`config.mk`:
```
export PLATFORM = sky130hd
export DESIGN_NAME = alu_serial_seq
export DESIGN_NICKNAME = d
export VERILOG_FILES = /design/src/rtl/alu_serial_seq.sv
export SDC_FILE = /design/constraint.sdc
export NUM_CORES = 1
export LEC_CHECK = 0
export CORE_ASPECT_RATIO = 1.1
export CORE_MARGIN = 2
export CORE_UTILIZATION = 28
export DETAILED_ROUTE_END_ITERATION = 16
export SLEW_MARGIN = 20
export SYNTH_ARGS = -nofsm -noshare
export SYNTH_HDL_FRONTEND = slang
export SYNTH_SLANG_ARGS = --single-unit
```
`constraint.sdc`:
```
create_clock -name clk -period 9.5 [get_ports clk]
set_input_delay 2.375 -clock clk [delete_from_list [all_inputs] [get_ports clk]]
set_output_delay 2.375 -clock clk [all_outputs]
set_load 0.02 [all_outputs]
```
`src/rtl/alu_serial_seq.sv`:
```
// alu_serial_seq: bit-serial WIDTH-bit ALU sequencer.
// Latches an operand pair and a 4-bit ALU control word on an accepted start,
// then evaluates one bit per clock (LSB first) with and/or/add/slt bit-slice
// logic and optional A/B inversion. One extra FIN cycle resolves slt, the
// flags and the done pulse.
//
// Ports:
//   clk          clock, all state updates on rising edge
//   rst_n        synchronous active-low reset
//   start        request, accepted only in IDLE
//   src1, src2   operands A/B, sampled on accepted start
//   ALU_control  {A_invert, B_invert, operation[1:0]}
//                (00 and, 01 or, 10 add, 11 slt)
//   busy         high during RUN and FIN
//   done         one-cycle pulse, result/flags valid from this cycle
//   result       registered result, held until the next accepted start
//   zero         result == 0
//   cout         carry out of MSB (add only)
//   overflow     signed overflow (add only)
module alu_serial_seq #(
  parameter int WIDTH = 32
) (
  input  logic             clk,
  input  logic             rst_n,
  input  logic             start,
  input  logic [WIDTH-1:0] src1,
  input  logic [WIDTH-1:0] src2,
  input  logic [3:0]       ALU_control,
  output logic             busy,
  output logic             done,
  output logic [WIDTH-1:0] result,
  output logic             zero,
  output logic             cout,
  output logic             overflow
);

  localparam int IW = $clog2(WIDTH);
  localparam logic [IW-1:0] LAST = IW'(WIDTH - 1);

  localparam logic [1:0] S_IDLE = 2'd0;
  localparam logic [1:0] S_RUN  = 2'd1;
  localparam logic [1:0] S_FIN  = 2'd2;

  localparam logic [1:0] OP_AND = 2'b00;
  localparam logic [1:0] OP_OR  = 2'b01;
  localparam logic [1:0] OP_ADD = 2'b10;

  logic [1:0]       state_q, state_d;
  logic [WIDTH-1:0] a_q, a_d, b_q, b_d;
  logic [3:0]       ctrl_q, ctrl_d;
  logic [IW-1:0]    idx_q, idx_d;
  logic             carry_q, carry_d;
  logic             cin_msb_q, cin_msb_d;
  logic             cout_msb_q, cout_msb_d;
  logic             smsb_q, smsb_d;
  logic [WIDTH-1:0] result_q, result_d;
  logic             zero_q, zero_d;
  logic             cout_q, cout_d;
  logic             ovf_q, ovf_d;
  logic             busy_q, busy_d;
  logic             done_q, done_d;

  // Bit slice for the current index
  logic a_bit, b_bit, s_bit, c_next, bit_val;
  logic ovf, is_add;
  logic [WIDTH-1:0] res_fin;

  always_comb begin
    a_bit  = a_q[idx_q] ^ ctrl_q[3];
    b_bit  = b_q[idx_q] ^ ctrl_q[2];
    s_bit  = a_bit ^ b_bit ^ carry_q;
    c_next = (a_bit & b_bit) | (a_bit & carry_q) | (b_bit & carry_q);
    case (ctrl_q[1:0])
      OP_AND:  bit_val = a_bit & b_bit;
      OP_OR:   bit_val = a_bit | b_bit;
      OP_ADD:  bit_val = s_bit;
      default: bit_val = 1'b0;          // slt: bit 0 patched in FIN
    endcase

    ovf    = cin_msb_q ^ cout_msb_q;
    is_add = (ctrl_q[1:0] == OP_ADD);
    res_fin = result_q;
    // slt: true sign of the subtraction is the sum MSB corrected by overflow
    if (ctrl_q[1:0] == 2'b11) res_fin[0] = smsb_q ^ ovf;
  end

  always_comb begin
    state_d    = state_q;
    a_d        = a_q;
    b_d        = b_q;
    ctrl_d     = ctrl_q;
    idx_d      = idx_q;
    carry_d    = carry_q;
    cin_msb_d  = cin_msb_q;
    cout_msb_d = cout_msb_q;
    smsb_d     = smsb_q;
    result_d   = result_q;
    zero_d     = zero_q;
    cout_d     = cout_q;
    ovf_d      = ovf_q;
    busy_d     = busy_q;
    done_d     = 1'b0;
    case (state_q)
      S_IDLE: begin
        if (start) begin
          a_d      = src1;
          b_d      = src2;
          ctrl_d   = ALU_control;
          idx_d    = '0;
          carry_d  = ALU_control[2];    // +1 for two's-complement subtract
          result_d = '0;
          zero_d   = 1'b0;
          cout_d   = 1'b0;
          ovf_d    = 1'b0;
          busy_d   = 1'b1;
          state_d  = S_RUN;
        end
      end
      S_RUN: begin
        result_d[idx_q] = bit_val;
        carry_d         = c_next;
        idx_d           = idx_q + IW'(1);
        if (idx_q == LAST) begin
          cin_msb_d  = carry_q;
          cout_msb_d = c_next;
          smsb_d     = s_bit;
          state_d    = S_FIN;
        end
      end
      S_FIN: begin
        result_d = res_fin;
        zero_d   = (res_fin == '0);
        cout_d   = is_add & cout_msb_q;
        ovf_d    = is_add & ovf;
        busy_d   = 1'b0;
        done_d   = 1'b1;
        state_d  = S_IDLE;
      end
      default: state_d = S_IDLE;
    endcase
  end

  always_ff @(posedge clk) begin
    if (!rst_n) begin
      state_q    <= S_IDLE;
      a_q        <= '0;
      b_q        <= '0;
      ctrl_q     <= '0;
      idx_q      <= '0;
      carry_q    <= 1'b0;
      cin_msb_q  <= 1'b0;
      cout_msb_q <= 1'b0;
      smsb_q     <= 1'b0;
      result_q   <= '0;
      zero_q     <= 1'b0;
      cout_q     <= 1'b0;
      ovf_q      <= 1'b0;
      busy_q     <= 1'b0;
      done_q     <= 1'b0;
    end else begin
      state_q    <= state_d;
      a_q        <= a_d;
      b_q        <= b_d;
      ctrl_q     <= ctrl_d;
      idx_q      <= idx_d;
      carry_q    <= carry_d;
      cin_msb_q  <= cin_msb_d;
      cout_msb_q <= cout_msb_d;
      smsb_q     <= smsb_d;
      result_q   <= result_d;
      zero_q     <= zero_d;
      cout_q     <= cout_d;
      ovf_q      <= ovf_d;
      busy_q     <= busy_d;
      done_q     <= done_d;
    end
  end

  assign busy     = busy_q;
  assign done     = done_q;
  assign result   = result_q;
  assign zero     = zero_q;
  assign cout     = cout_q;
  assign overflow = ovf_q;

endmodule

```
==> run summary <==
multi-input combinational cell area = 2790 µm²
Warnings, synthesis = 0
Port Buffers = 107
post-synthesis cell type count = 47
r2r setup slk = 5550 ps
cell with the most instances after synthesis = nand2_1
Die Wd = 136 µm
WL final = 15.1 mm
largest net degree at the start of global routing = 90
Seq cells post-synth = 116
leading cell types by count after synthesis = nand2_1, a21oi_1, dfxtp_1, clkbuf_1, o21ai_1
Synth Area in Compound Gates = 20.6%
layout cells sized above 1 = 6.70%
main combinational cell family by area after synthesis = simple AND/OR/NAND/NOR gates
final worst path period share = 50.6%
clock skew = 9.00 ps
clock network fraction of total power = 50.9%
simple-gate portion of the synthesized area = 20.9%
vias in the first global route = 4716
initial antenna violation count = 0
Final Max Slew Viols = 0
FILL cells = 2022
Final Power = 1.34 mW
Power Dens Cells = 187 nW/µm²
crit path to = result[26]
worst hold path class = reg -> reg
Critical path origin = start
RSZ-0062 raised after global routing = no
Synth Area per Inst = 7.83 µm²
Max Freq = 208 MHz
slew margin rel. = 30.9%
full die area = 20300 µm²
crit path kind = in -> reg
Setup WS post-layout = 4690 ps
Synth area leaders = dfxtp_1, a21oi_1, nand2_1
root buffer cell = clkbuf_16
Seq/Total Area, Yosys = 43.2%
slowest CP cell = nand4b_2
total of max-cap violations = 0
outcome = finished, final reports clean
maximum vdd drop = 0.125 mV
Adder-Cell Fraction of Synth Area = 2.70%
via/cell ratio = 4.88
XOR/XNOR Fraction of Synth Area = 0.979%
Setup Fix Bufs, Post-CTS = 0
final setup violation count = 0
Worst-Skew Late Latency = 410 ps
Area growth syn-to-layout = 33.9%
final hold vios = 0
Mapped Area = 5370 µm²
worst r2r src = idx_q[1]
async set-reset flop share out of synthesis = 0%
Yosys top cell area share = 43.2%
setup_tns = 0 ps
post-place setup slack = 4290 ps
Setup crit start kind = input pin
Post-Synthesis Cells = 686
first-pass GRT wire length = 24.2 mm
R2R depth = 12
I/O pins = 108
post-synthesis mux area share = 6.62%
grt ovf = 0
CP Capture Type = flip-flop
Core Area = 19000 µm²
Int Power = 1.02 mW
crit-path max cell delay = 800 ps
drt drc = 0
post-route cell area = 7190 µm²
die height = 149 µm
P_sw = 0.320 mW
fin crit period = 4810 ps
TritonRoute pass-1 iters = 4
clock sink count = 116
H-Tree Depth = 4
Global Route Usage Sum = 15.2%
deepest clock path buffer count = 2
row count = 53
part of the power in registers = 38.9%
Worst-Margin Slew = 1030 ps
Nets = 845
cell chain of the critical path = clkdlybuf4s50_1 > nand2b_1 > nand4b_2 > nor3b_2 > nand2_1 > a21oi_1
placer's final routability congestion estimate = 0.804
Initial Utilization = 28.3%
Reg clk slew, reported paths = 50 ps
DR vias = 4996
ANT cells = 0
reg2reg end = result[6]
Gate power share = 10.2%
CTS tree = built
switch share = 23.9%
ANT nets after route = 0
Pleak = 2.51 nW
top_reg_cell synth = dfxtp_1
Max Fanout on Critical Path = 34
post-cts resize count = 0
Net Count, Synth = 768
initial DRC count = 401
Layout Utilization = 37.9%
Yosys top cell by area = dfxtp_1
Wirelength per Cell = 14.7 µm
HPWL Detailed = 10.1 mm
sequential cell area = 2320 µm²
worst endpoint required time = 9830 ps
TritonCTS Buffers = 17
Critical Path AT = 5140 ps
Hold-fix buffers, CTS = 0
dpl cell area = 6550 µm²
EDFF count, synth = 0
-- critical path: cells and delay by family --
| kind | cells | cell delay (ps) |
|---|---|---|
| and+or+nand+nor | 4 | 2060 |
| buffers and inverters | 1 | 530 |
| AOI/OAI and AO/OA | 1 | 170 |
-- registers in the layout (all words and copies together), names as in the netlist, 2 cells and up --
name / cells
a_q: 32
b_q: 32
result: 32
idx_q: 5
ctrl_q: 4
state_q: 2
-- how the worst min path moves through the flow --
stage,startpoint,to,slack (ps),cells after the start
floorplan,a_q[0],a_q[0],440,2
global route,b_q[19],b_q[19],470,2
global placement,b_q[19],b_q[19],440,2
detailed placement,a_q[13],a_q[13],450,2
finish,a_q[28],a_q[28],450,2
CTS,b_q[22],b_q[22],450,2
-- per-layer routing --
metal | global-route usage, % | up-vias | share of wire [%]
li1 | - | 2532 | -
met1 | 20.0 | 2327 | 47
met2 | 24.3 | 124 | 48
met3 | 3.98 | 13 | 4.3
met4 | 4.58 | 0 | 1.1
met5 | 0 | - | 0
-- metrics by stage --
stage / hold WS, ps / cells
2_1_floorplan: 436 / 686
3_3_place_gp: 442 / 991
3_5_place_dp: 446 / 991
4_1_cts: 454 / 1023
5_1_grt: 467 / 1023
6_report: 451 / 1023
-- area by class of cell --
cell class,count,area share [%]
Clock buffer,20,6.35
Clock inverter,12,2.47
Inverter,9,0.470
Multi-Input combinational cell,508,38.8
Sequential cell,116,32.3
Tap cell,247,4.30
Timing Repair Buffer,111,15.3
-- cell usage in the layout (no fill, tap or decap), types with 2 or more instances in the layout --
cell and count:
mux2i_1 33, buf_4 4, clkbuf_16 17, nand3b_1 2
nand2_1 178, o21ai_0 4, o22ai_1 10, o221ai_1 2
nand3_1 8, dfxtp_1 115, or3_1 2, and2_1 3
a21oi_1 138, or3b_1 3, clkinv_4 3, nor2b_1 3
clkbuf_8 2, nor3b_1 2, xor2_1 3, nor4_1 7
clkinv_2 3, ha_1 10, nor3_1 6, a22oi_1 7
nand4_1 4, nand2b_1 2, nor2_1 16, inv_1 8
a32oi_1 2, o21ai_1 35, nor3b_2 5, xnor2_1 3
o2111ai_2 2, clkdlybuf4s50_1 107, and3_1 4, bufinv_16 4
-- logic make-up after synthesis --
| group | Yosys count |
|---|---|
| AND/OR/NAND/NOR | 251 |
| AO/OA/AOI/OAI | 205 |
| flip-flops | 116 |
| buffers and inverters | 62 |
| multiplexers | 35 |
| adder cells (fa/ha/maj) | 11 |
| XOR/XNOR | 6 |
-- power groups by stage --
| stage | Clock [mW] | Combinational (mW) | Sequential [mW] |
|---|---|---|---|
| 2_1_floorplan | 0 | 0.0863 | 0.528 |
| 3_3_place_gp | 0 | 0.137 | 0.532 |
| 3_5_place_dp | 0 | 0.138 | 0.532 |
| 4_1_cts | 0.697 | 0.138 | 0.522 |
| 5_1_grt | 0.722 | 0.153 | 0.525 |
| 6_report | 0.683 | 0.136 | 0.522 |
(Power assumes the default switching activity.)
